[config.mk]
export PLATFORM = sky130hd
export DESIGN_NAME = shift_add_multiplier
export DESIGN_NICKNAME = d
export VERILOG_FILES = /design/src/rtl/mult_pkg.sv /design/src/rtl/mult_add_shift.sv /design/src/rtl/shift_add_multiplier.sv
export SDC_FILE = /design/constraint.sdc
export NUM_CORES = 1
export LEC_CHECK = 0
export BUFFER_PORTS_ARGS = -buffer_cell sky130_fd_sc_hd__buf_2
export CELL_PAD_IN_SITES_DETAIL_PLACEMENT = 0
export CELL_PAD_IN_SITES_GLOBAL_PLACEMENT = 1
export CORE_MARGIN = 2
export CORE_UTILIZATION = 45
export CTS_CLUSTER_DIAMETER = 150
export CTS_CLUSTER_SIZE = 28
export DETAILED_ROUTE_END_ITERATION = 16
export GPL_TIMING_DRIVEN = 1
export PLACE_DENSITY = 0.85
export SLEW_MARGIN = 5
export SYNTH_ARGS = -nofsm -noshare
export SYNTH_HDL_FRONTEND = slang
export SYNTH_HIERARCHICAL = 1
export SYNTH_SLANG_ARGS = --single-unit
[constraint.sdc]
create_clock -name clk -period 5.4 [get_ports clk]
set_clock_uncertainty 0.05 [all_clocks]
set_input_delay 0.54 -clock clk [delete_from_list [all_inputs] [get_ports clk]]
set_output_delay 0.54 -clock clk [all_outputs]
set_load 0.05 [all_outputs]
[src/rtl/mult_pkg.sv]
// Shared multiplier/control package: FSM state encoding, default width, CeilLog2.
package mult_pkg;

    typedef enum logic [1:0] {
        IDLE = 2'd0,
        RUN  = 2'd1,
        HOLD = 2'd2,
        DONE = 2'd3
    } mult_state_t;

    localparam int unsigned DEFAULT_DATA_WIDTH = 32;

    // Smallest n with 2**n >= value; used for counter widths here and in Control.
    function automatic int unsigned CeilLog2(input int unsigned value);
        int unsigned result;
        result = 0;
        for (int unsigned i = 0; i < 32; i++) begin
            if ((64'(1) << i) < 64'(value)) begin
                result = i + 1;
            end
        end
        return result;
    endfunction

endpackage

[src/rtl/mult_add_shift.sv]
// One shift-and-add iteration: conditional add of A into the upper half, then shift right.
module mult_add_shift
    import mult_pkg::*;
#(
    parameter int unsigned DATA_WIDTH = DEFAULT_DATA_WIDTH
) (
    input  logic [2*DATA_WIDTH-1:0] acc_i,
    input  logic [DATA_WIDTH-1:0]   a_i,
    input  logic [DATA_WIDTH-1:0]   b_i,
    output logic [2*DATA_WIDTH-1:0] acc_next_c_o,
    output logic [DATA_WIDTH-1:0]   b_next_c_o
);

    localparam int unsigned PROD_W = 2 * DATA_WIDTH;
    localparam int unsigned WIDE_W = PROD_W + 1;

    logic [DATA_WIDTH:0] sum_c;
    logic [WIDE_W-1:0]   wide_c;

    // Upper-half add keeps the carry so the full-ones case stays exact.
    assign sum_c = {1'b0, acc_i[PROD_W-1:DATA_WIDTH]} + {1'b0, a_i};

    // Select added or plain accumulator, then drop the retired LSB.
    always_comb begin
        wide_c = {1'b0, acc_i};
        if (b_i[0]) begin
            wide_c = {sum_c, acc_i[DATA_WIDTH-1:0]};
        end
        acc_next_c_o = PROD_W'(wide_c >> 1);
        b_next_c_o   = b_i >> 1;
    end

endmodule

[src/rtl/shift_add_multiplier.sv]
// Sequential shift-and-add multiplier stepped by Control (Shot/flag0/flag32).
// Optional feature macro: SHIFT_ADD_MULT_SIGNED_EN (two's complement operands).
module shift_add_multiplier
    import mult_pkg::*;
#(
    parameter int unsigned DATA_WIDTH = DEFAULT_DATA_WIDTH,
    parameter int unsigned ITER_BITS  = CeilLog2(DATA_WIDTH + 1)
) (
    input  logic                    clk,
    input  logic                    reset,
    input  logic                    step_i,
    input  logic                    first_i,
    input  logic                    last_i,
    input  logic [DATA_WIDTH-1:0]   multiplicand_i,
    input  logic [DATA_WIDTH-1:0]   multiplier_i,
    output logic [2*DATA_WIDTH-1:0] product_o,
    output logic                    done_o,
    output logic                    busy_o
);

    localparam int unsigned PROD_W = 2 * DATA_WIDTH;

    mult_state_t           state_q;
    logic [PROD_W-1:0]     acc_q;
    logic [DATA_WIDTH-1:0] a_q;
    logic [DATA_WIDTH-1:0] b_q;
    logic [ITER_BITS-1:0]  iter_q;
    logic [PROD_W-1:0]     product_q;
    logic                  done_q;
    logic                  busy_q;

    logic [DATA_WIDTH-1:0] a_d;
    logic [DATA_WIDTH-1:0] b_d;
    logic [PROD_W-1:0]     result_d;
    logic [PROD_W-1:0]     acc_next_c;
    logic [DATA_WIDTH-1:0] b_next_c;
    logic                  load_c;

    assign load_c = step_i && first_i;

    mult_add_shift #(
        .DATA_WIDTH (DATA_WIDTH)
    ) u_add_shift (
        .acc_i        (acc_q),
        .a_i          (a_q),
        .b_i          (b_q),
        .acc_next_c_o (acc_next_c),
        .b_next_c_o   (b_next_c)
    );

`ifdef SHIFT_ADD_MULT_SIGNED_EN
    logic sign_q;
    logic sign_d;

    // Operand magnitudes on load and sign-corrected result on publish.
    always_comb begin
        a_d      = multiplicand_i;
        b_d      = multiplier_i;
        sign_d   = multiplicand_i[DATA_WIDTH-1] ^ multiplier_i[DATA_WIDTH-1];
        result_d = acc_q;
        if (multiplicand_i[DATA_WIDTH-1]) begin
            a_d = ~multiplicand_i + DATA_WIDTH'(1);
        end
        if (multiplier_i[DATA_WIDTH-1]) begin
            b_d = ~multiplier_i + DATA_WIDTH'(1);
        end
        if (sign_q) begin
            result_d = ~acc_q + PROD_W'(1);
        end
    end

    // Product sign captured alongside the operands.
    always_ff @(posedge clk or negedge reset) begin
        if (!reset) begin
            sign_q <= 1'b0;
        end else if (load_c) begin
            sign_q <= sign_d;
        end
    end
`else
    // Unsigned operands pass straight through.
    always_comb begin
        a_d      = multiplicand_i;
        b_d      = multiplier_i;
        result_d = acc_q;
    end
`endif

    // Control FSM with datapath registers and registered outputs.
    always_ff @(posedge clk or negedge reset) begin
        if (!reset) begin
            state_q   <= IDLE;
            acc_q     <= '0;
            a_q       <= '0;
            b_q       <= '0;
            iter_q    <= '0;
            product_q <= '0;
            done_q    <= 1'b0;
            busy_q    <= 1'b0;
        end else begin
            done_q <= 1'b0;
            if (load_c) begin
                // Load wins over last_i and restarts any run in flight.
                a_q     <= a_d;
                b_q     <= b_d;
                acc_q   <= '0;
                iter_q  <= '0;
                state_q <= RUN;
                busy_q  <= 1'b1;
            end else begin
                case (state_q)
                    IDLE: begin
                        busy_q <= 1'b0;
                    end
                    RUN: begin
                        busy_q <= 1'b1;
                        if (step_i) begin
                            acc_q  <= acc_next_c;
                            b_q    <= b_next_c;
                            iter_q <= iter_q + ITER_BITS'(1);
                            if (iter_q == ITER_BITS'(DATA_WIDTH - 1)) begin
                                state_q <= HOLD;
                            end
                        end
                    end
                    HOLD: begin
                        busy_q <= 1'b1;
                        if (step_i && last_i) begin
                            product_q <= result_d;
                            state_q   <= DONE;
                            done_q    <= 1'b1;
                            busy_q    <= 1'b0;
                        end
                    end
                    DONE: begin
                        state_q <= IDLE;
                        busy_q  <= 1'b0;
                    end
                    default: begin
                        state_q <= IDLE;
                        busy_q  <= 1'b0;
                    end
                endcase
            end
        end
    end

    assign product_o = product_q;
    assign done_o    = done_q;
    assign busy_o    = busy_q;

endmodule

### Word-level counts from Yosys, hierarchy flattened

Cells that the tools add are included.

| word-level totals | value |
|---|---|
| flip-flop bits (word level) | 202 |
| input bits | 69 |
| word-level logic and storage cells | 49 |

| cells by class | value |
|---|---|
| $add $sub $neg | 2 |
| eq/ne operators | 7 |
| muxes and demuxes | 21 |
| bitwise gates (word level) | 1 |
| reduce and logical (&&, ||, !) cells | 10 |

Operator list:

| operator | count |
|---|---|
| two-way mux 64 bit | 3 |
| two-way mux 32 bit | 3 |
| two-way mux 65 bit | 1 |
| adder 32 x 32 -> 33 bit | 1 |
| two-way mux 6 bit | 3 |
| inequality test 3 bit, second input constant | 3 |
| two-way mux 2 bit | 4 |
| adder 6 x 1 -> 6 bit, second input constant | 1 |
| == test 6 x 5 -> 1 bit, second input constant | 1 |
| case mux 2 bit (3 select lines) | 1 |
| two-way mux 1 bit | 5 |
| == test 2 bit, second input constant | 2 |
| AND reduction 4 bit | 1 |
| nonzero test 2 bit | 2 |
| nonzero test 4 bit | 1 |
| case mux 1 bit (3 select lines) | 1 |
| AND reduction 3 bit | 1 |
| == test 2 x 1 -> 1 bit, second input constant | 1 |
| logical AND 1 bit | 2 |
| zero test 2 bit | 1 |
| AND reduction 2 bit | 1 |
| OR reduction 2 bit | 1 |
| NOT 1 bit | 1 |

### Longest topological paths before layout

Gate-level depths: netlist (run 1).

| depth | value |
|---|---|
| depth after elaboration | 5 |
| depth in mapped cells | 9 |
| gate-level depth less buffers | 9 |

### Modules after synthesis

The synthesis (run 1) kept the hierarchy.

Modules (own cells, without submodules):

| module | times used | cells an instance | area each (um^2) |
|---|---|---|---|
| shift_add_multiplier | 1 | 824 | 7927.6 |
| mult_add_shift | 1 | 400 | 2803.9 |

### Least setup slack after synthesis (run 1)

No wires, ideal clock.

| timing | value |
|---|---|
| kind | flip-flop to flip-flop |
| start | reg acc_q[32] |
| end | reg acc_q[45] |
| setup time | 121 ps |
| arrival time | 2600 ps |
| data required time | 5229 ps |
| slack | 2629 ps |
| stages on the path, launching flop included | 10 |
| buffers on the path | 0 |
| cell sequence | dfrtp_1 -> ha_1 -> fa_1 -> a21o_1 -> a221oi_4 -> a211oi_2 -> a211o_4 -> xor2_1 -> mux2_4 -> a22o_1 |

| between the ends | value |
|---|---|
| longest elaborated chain between the ends | 5 |

RTL lines:

| item | RTL line | RTL |
|---|---|---|
| from (decl) | shift_add_multiplier.sv:24 | `logic [PROD_W-1:0] acc_q;` |
| from (signal assigned) | shift_add_multiplier.sv:118 | `acc_q <= acc_next_c;` |
| adder 32 x 32 -> 33 bit | mult_add_shift.sv:21 | `assign sum_c = {1'b0, acc_i[PROD_W-1:DATA_WIDTH]} + {1'b0, a_i};` |
| two-way mux 65 bit | mult_add_shift.sv:26 | `if (b_i[0]) begin` |
| via acc_next_c[45] | shift_add_multiplier.sv:35 | `logic [PROD_W-1:0] acc_next_c;` |
| two-way mux 64 bit | shift_add_multiplier.sv:117 | `if (step_i) begin` |
| two-way mux 64 bit | shift_add_multiplier.sv:111 | `case (state_q)` |
| two-way mux 64 bit | shift_add_multiplier.sv:102 | `if (load_c) begin` |

The timed path passes the listed nets, and every way through them passes these cells. The select of a mux whose other input is x is not followed.
A chain may end at the register's enable or synchronous reset.

### Worst setup path in the final report (run 1)

Same ends and word-level chain as after synthesis.

==> tab_implementation.tex, run 1 <==
\begin{tabular}{lr}
\hline
Metric & Value \\
\hline
\multicolumn{2}{l}{\textbf{Status}} \\
Outcome & complete, no violations \\
\multicolumn{2}{l}{\textbf{Final layout}} \\
Number of filler instances in the final layout & 2356 \\
Area of the multi-input gates & 4850 um\^{}2 \\
Reg area & 5050 um\^{}2 \\
Layout net count & 1354 \\
Layout cell share with drive strength beyond 1 & 0.152 \\
Area delta synth->final & 6.07\% \\
Ant. Diodes & 0 \\
Final design instance area without fill & 11400 um\^{}2 \\
Final Util & 0.485 \\
\multicolumn{2}{l}{\textbf{Yosys}} \\
Area contributors post-synth & dfrtp\_1 (47\%), nand2\_1 (15\%), buf\_4 (5.0\%) \\
Dominant cell by count in the synthesized netlist & nand2\_1 \\
Yosys top cell area share & 0.471 \\
Mean instance size in the synthesized netlist & 8.77 um\^{}2 \\
Number of enable flip-flop cells after synthesis & 0 \\
Top\_reg\_cell synth & dfrtp\_1 \\
Top cell types by occurrence after synthesis & nand2\_1 (442), dfrtp\_1 (202), buf\_4 (72), a21oi\_1 (62), nor2\_1 (59) \\
Share of the yosys chip area belonging to registers & 0.471 \\
Number of different library cells in the post-synthesis netlist & 68 \\
Synthesized instance count & 1224 \\
Largest area contributor in the synthesized netlist & dfrtp\_1 \\
Yosys Warn Count & 6 \\
Post-synth design cell area & 10700 um\^{}2 \\
Proportion of register bits with asynchronous set or reset after synthesis & 1.00 \\
Synthesis-stage register bit count & 202 \\
Post-Synthesis Net Count & 1331 \\
\multicolumn{2}{l}{\textbf{Route}} \\
Sum of routed wire length over all layers & 24.6 mm \\
Detail-routed net length per standard cell & 15.7 um \\
Initial detailed-routing violation count & 573 \\
Vias post-DR & 8281 \\
Number of optimization iterations in the first detailed-route pass & 5 \\
Remaining DRCs & 0 \\
Drt via density & 5.29 \\
Post-detailed-route count of antenna-violating nets & 0 \\
\multicolumn{2}{l}{\textbf{Global routing}} \\
Global-route met3 utilization & 0.0346 \\
Residual overflow from global routing & 0 \\
Met2 track demand over resource in global routing & 0.329 \\
Initial antenna violation count & 1 \\
Wire length of the first global-routing pass & 40.9 mm \\
All-Layer GR Usage & 0.200 \\
Largest net degree at the start of global routing & 110 \\
Via count of the first global-routing pass & 8101 \\
Met1 Resource Use GR & 0.279 \\
GRT Max-Usage Layer & met2 \\
\multicolumn{2}{l}{\textbf{Critical path}} \\
Required time reported for the critical path endpoint & 5.73 ns \\
Critical path capture point type & register \\
Arrival @ worst endpoint & 3.28 ns \\
Classification of the worst setup path & reg -> reg \\
Worst-path maximum fanout & 6 \\
Type of origin of the critical path & register \\
\multicolumn{2}{l}{\textbf{Floorplanning}} \\
Total Die Area & 25100 um\^{}2 \\
Top-level port count & 135 \\
Initial core utilization & 0.457 \\
Area of the placeable core & 23500 um\^{}2 \\
Chip Width & 158 um \\
Floorplan die height & 158 um \\
Rows & 56 \\
\multicolumn{2}{l}{\textbf{STA}} \\
Endpoints failing hold & 0 \\
Final critical delay including setup and external delays & 2.94 ns \\
RSZ-0062 raised after global routing & false \\
Fmax achieved & 340 MHz \\
Final critical-path share of the clock period & 0.545 \\
Min setup slack post-route & 2.46 ns \\
Final count of pins violating max slew & 0 \\
Worst Hold Margin & 0.105 ns \\
Setup TNS & 0 ns \\
Worst-margin pin slew & 1.12 ns \\
Worst max-slew margin expressed relative to the limit & 0.250 \\
Count of endpoints failing setup in the final report & 0 \\
\multicolumn{2}{l}{\textbf{Clock tree}} \\
Insertion delay to the later sink of the worst-skew pair & 0.47 ns \\
Number of clock sinks seen by CTS & 202 \\
Clock edge transition at the registers on the reported setup and hold paths & 0.11 ns \\
H-tree depth & 1 \\
Post-CTS Hold Fix Bufs & 0 \\
Post-CTS Repair Setup Buffers & 0 \\
Cts bufs inserted & 11 \\
Clock tree from TritonCTS & done \\
Bufs on Longest Clock Path & 3 \\
Post-cts resize count & 0 \\
Root buffer cell & clkbuf\_16 \\
\multicolumn{2}{l}{\textbf{Power and ir drop}} \\
Sw Pwr & 0.00177 W \\
Standby leakage power & 5.86 nW \\
Highest ir drop seen on vdd & 0.279 mV \\
Internal power & 0.00276 W \\
Switching Share & 0.391 \\
Clock share of power & 0.196 \\
Total power density per cell area & 398 nW/um\^{}2 \\
Sequential fraction of design power & 0.438 \\
Combinational power share & 0.365 \\
\multicolumn{2}{l}{\textbf{Placed design}} \\
Post-place instance area & 11100 um\^{}2 \\
Routability Congestion & 0.882 \\
Worst setup slack after placement & 2.47 ns \\
Port Buffer Count & 134 \\
Placed wire-length estimate after detailed placement & 16.4 mm \\
\multicolumn{2}{l}{\textbf{Min path}} \\
Min-delay worst type & in -> async \\
\multicolumn{2}{l}{\textbf{Flow run}} \\
Max-Cap Viols & 0 \\
\hline
\end{tabular}
==> final timing paths <==
kind | end | slack [ns] | from | depth (start not counted)
worst max-delay path | acc_q[45] | 2.46 | acc_q[32] | 9
worst min-delay path | product_o[47] | 0.10 | reset | 1
worst max register to register | acc_q[45] | 2.46 | acc_q[32] | 9
worst min register to register | product_o[57] | 0.43 | product_o[57] | 2
max in group asynchronous | b_q[9] | 3.96 | reset | 2
min in group clk | a_q[18] | 0.19 | multiplicand_i[18] | 3
==> kinds of logic (layout without fill, tap and decap cells) <==
| kind of cell | Yosys count | count (layout) | share of synthesized area |
|---|---|---|---|
| other | 1 | 1 | 0.000349 |
| and+or+nand+nor | 571 | 571 | 0.216 |
| muxes | 21 | 21 | 0.0219 |
| DFF | 202 | 202 | 0.471 |
| xor gates and xnor gates | 24 | 24 | 0.0196 |
| AOI/OAI and AO/OA | 226 | 226 | 0.147 |
| buffers and inverters | 141 | 163 | 0.0788 |
| adders and majority gates | 38 | 38 | 0.0450 |
==> worst max-delay path: stages (launching register included) <==
cell and delay [ns]:
dfrtp_1 0.43, ha_1 0.23, fa_1 0.41, a21o_1 0.23, a221oi_4 0.38, a211oi_2 0.15, a211o_4 0.37, xor2_1 0.15
mux2_4 0.26, a22o_1 0.19
==> power groups by stage <==
stage	clock (W)	sequential (W)	combinational, W
floorplan	0	0.00222	0.00120
global placement	0	0.00201	0.00164
detailed placement	0	0.00202	0.00166
CTS	0.000926	0.00199	0.00167
global route	0.000974	0.00203	0.00184
finish	0.000889	0.00198	0.00165
==> routing by layer <==
layer | vias to the layer above | part of all wire | wire, um
met2 | 168 | 0.46 | 11400
met5 | - | 0.00053 | 13
met4 | 2 | 0.020 | 484
li1 | 4096 | - | -
met3 | 32 | 0.048 | 1180
met1 | 3983 | 0.47 | 11500
==> flip-flops by register name, indices dropped and copies added, names as in the netlist <==
signal	cells
acc_q	64
a_q	32
state_q	2
busy_o	1
done_o	1
iter_q	6
product_o	64
b_q	32
==> cell type report <==
| cell class | instances | share of cell area |
|---|---|---|
| clock inverter | 1 | 0.00264 |
| multi-input combinational | 881 | 0.426 |
| sequential | 202 | 0.444 |
| timing repair buffer | 142 | 0.0650 |
| clock buffer | 11 | 0.0242 |
| tap | 319 | 0.0351 |
| inverter | 9 | 0.00297 |
==> metrics by stage <==
step / total power [W] / std cells
3_5_place_dp: 0.00368 / 1553
5_1_grt: 0.00484 / 1565
6_report: 0.00453 / 1565
4_1_cts: 0.00458 / 1565
3_3_place_gp: 0.00365 / 1553
2_1_floorplan: 0.00342 / 1224
==> cells in the final DEF, fill, tap and decap left out, drive strengths merged, types with 5 or more instances in the layout <==
cell type / count
and2: 6
inv: 9
o31ai: 5
a21o: 11
buf: 141
nor3: 9
a21oi: 62
o211ai: 5
dfrtp: 202
a31oi: 34
nand3: 17
xnor2: 15
xor2: 9
clkbuf: 12
o21ai: 26
nand2: 442
o21a: 6
a211oi: 5
nand4: 15
a22o: 44
mux2: 17
o21bai: 7
nor2: 59
a211o: 5
ha: 37
Power figures use the tool's default switching activity.
==> run 2: changes to the inputs <==
Settings changed: CORE_UTILIZATION 45 to 40, PLACE_DENSITY 0.85 to 0.8.
Clock period 5.4 ns to 2.4 ns, I/O delays scaled along.
==> run 2 against run 1 <==
Net effect: the run now ends with negative setup slack left; utilization increased by 3.8 points; fmax increased by 11%; combinational power rose to 3.0 times the previous value; first-iteration DRC count shrank 9.8%; sequential share of layout area shrank 7.5 points; largest cell class is now multi-input gates; clock power rose by 130%.
==> tab_implementation.tex, run 2 (synthesis gave the netlist of run 1 again) <==
\begin{tabular}{lr}
\hline
Metric & Value \\
\hline
\multicolumn{2}{l}{\textbf{Route}} \\
Number of optimization iterations in the first detailed-route pass & 5 \\
Detail-routed net length per standard cell & 15.5 um \\
Drt via density & 5.09 \\
Remaining DRCs & 0 \\
Sum of routed wire length over all layers & 27.7 mm \\
Vias post-DR & 9109 \\
Post-detailed-route count of antenna-violating nets & 0 \\
Initial detailed-routing violation count & 517 \\
\multicolumn{2}{l}{\textbf{Final layout}} \\
Area delta synth->final & 27.6\% \\
Most common library cell in the layout ignoring fill and taps & nand2\_1 \\
Layout cell share with drive strength beyond 1 & 0.269 \\
Commonest cells after routing, fill and taps aside & nand2\_1 (438), dfrtp\_1 (201), buf\_4 (134) \\
Final Util & 0.523 \\
Layout net count & 1563 \\
\multicolumn{2}{l}{\textbf{Clock tree}} \\
H-tree depth & 1 \\
Number of clock sinks seen by CTS & 202 \\
Cts bufs inserted & 11 \\
Insertion delay to the later sink of the worst-skew pair & 0.48 ns \\
Root buffer cell & clkbuf\_16 \\
Clock tree from TritonCTS & done \\
Clock edge transition at the registers on the reported setup and hold paths & 0.11 ns \\
Bufs on Longest Clock Path & 3 \\
\multicolumn{2}{l}{\textbf{STA}} \\
Worst max-slew margin expressed relative to the limit & 0.508 \\
Final count of pins violating max slew & 0 \\
Fmax achieved & 377 MHz \\
Count of endpoints failing setup in the final report & 21 \\
Final critical-path share of the clock period & 1.10 \\
RSZ-0062 raised after global routing & true \\
Setup TNS & -2.42 ns \\
Worst-margin pin slew & 0.738 ns \\
Final critical delay including setup and external delays & 2.65 ns \\
Endpoints failing hold & 0 \\
Min setup slack post-route & -0.251 ns \\
\multicolumn{2}{l}{\textbf{Floorplanning}} \\
Initial core utilization & 0.410 \\
Rows & 59 \\
Top-level port count & 135 \\
Total Die Area & 28200 um\^{}2 \\
Floorplan die height & 168 um \\
Chip Width & 168 um \\
Area of the placeable core & 26200 um\^{}2 \\
\multicolumn{2}{l}{\textbf{Global routing}} \\
Initial antenna violation count & 1 \\
All-Layer GR Usage & 0.200 \\
Via count of the first global-routing pass & 9349 \\
Wire length of the first global-routing pass & 46.7 mm \\
Residual overflow from global routing & 0 \\
Largest net degree at the start of global routing & 93 \\
\multicolumn{2}{l}{\textbf{Placed design}} \\
Routability Congestion & 0.872 \\
Placed wire-length estimate after detailed placement & 18.6 mm \\
Worst setup slack after placement & -0.293 ns \\
Port Buffer Count & 134 \\
\multicolumn{2}{l}{\textbf{Power and ir drop}} \\
Pwr Total & 0.0114 W \\
Highest ir drop seen on vdd & 0.665 mV \\
Total power density per cell area & 833 nW/um\^{}2 \\
Standby leakage power & 6.97 nW \\
\multicolumn{2}{l}{\textbf{Critical path}} \\
CP cell instances & ha\_2 -> fa\_2 -> a21o\_1 -> a221oi\_4 -> a211oi\_2 -> a211o\_4 -> buf\_6 -> a41oi\_2 -> mux2i\_1 -> a22o\_1 \\
Type of origin of the critical path & register \\
Critical path's slowest cell & dfrtp\_1 \\
Classification of the worst setup path & reg -> reg \\
Largest stage delay on the critical path & 0.40 ns \\
Worst-path maximum fanout & 5 \\
Arrival @ worst endpoint & 3.03 ns \\
Required time reported for the critical path endpoint & 2.78 ns \\
Critical path capture point type & register \\
\multicolumn{2}{l}{\textbf{Status}} \\
Outcome & finished, violations left \\
Violations in the final reports & negative setup slack \\
\multicolumn{2}{l}{\textbf{Flow run}} \\
Max-Cap Viols & 0 \\
\multicolumn{2}{l}{\textbf{Min path}} \\
Min-delay worst type & in -> async \\
\hline
\end{tabular}
## run 2: changes by cell type in the layout (fill, tap and decap cells not counted), sizes merged
cell / change
buf: +144
dlygate4sd3: +65
diode: +1
## run 2: per-stage QoR
step | area, um^2 | instances | hold slack [ns]
after floorplan | 10700 | 1224 | -0.106
after global placement | 12200 | 1697 | 0.139
after detailed placement | 12200 | 1697 | 0.138
after CTS | 13400 | 1778 | 0.174
after global routing | 13700 | 1791 | 0.191
final | 13700 | 1791 | 0.184
## run 2: final cells by class
| type | instances | area [um^2] |
|---|---|---|
| multi-input combinational | 881 | 5260 |
| tap | 335 | 419 |
| clock inverter | 1 | 30.0 |
| sequential | 202 | 5060 |
| clock buffer | 11 | 275 |
| fill | 2429 | 12500 |
| antenna | 1 | 2.50 |
| timing repair buffer | 351 | 2620 |
| inverter | 9 | 33.8 |
## run 2: final timing paths
check / start / endpoint / slack (ns) / cells past startpoint
worst max-delay path: acc_q[32] / acc_q[61] / -0.25 / 10
worst min-delay path: reset / product_o[44] / 0.18 / 2
worst max register to register: acc_q[32] / acc_q[61] / -0.25 / 10
worst min register to register: product_o[43] / product_o[43] / 0.43 / 2
max in group asynchronous: reset / b_q[8] / 1.27 / 3
min in group clk: last_i / state_q[0] / 0.24 / 5
## run 2: timing repair
action / in CTS / in global routing
hold buffers: 65 / 0
gates resized for setup: 36 / 45
pin swaps: 21 / 46
endpoints found under the hold margin: 102 / 0
endpoints found under the setup margin: 21 / 23
buffers inserted: 5 / 12
## run 2: worst max-delay path: cells and delay by family (launching register included)
| family | cells | cell delay, ns |
|---|---|---|
| adders and majority gates | 2 | 0.56 |
| buffers and inverters | 1 | 0.14 |
| DFF | 1 | 0.40 |
| muxes | 1 | 0.21 |
| AOI/OAI and AO/OA | 6 | 1.24 |
## run 2: power by group
| group | leakage [nW] | total (W) | internal [W] | switching, W |
|---|---|---|---|---|
| Clock | 0.147 | 0.00201 | 0.000858 | 0.00115 |
| Combinational | 4.17 | 0.00499 | 0.00218 | 0.00281 |
| Sequential | 2.65 | 0.00442 | 0.00403 | 0.000393 |
| Total | 6.97 | 0.0114 | 0.00706 | 0.00435 |
## run 2: layer usage
layer	global-route usage	up-vias	routed length [um]
met3	0.0282	28	1090
met5	0	-	0
li1	-	4513	-
met4	0.0461	0	496
met1	0.271	4401	12900
met2	0.341	167	13200
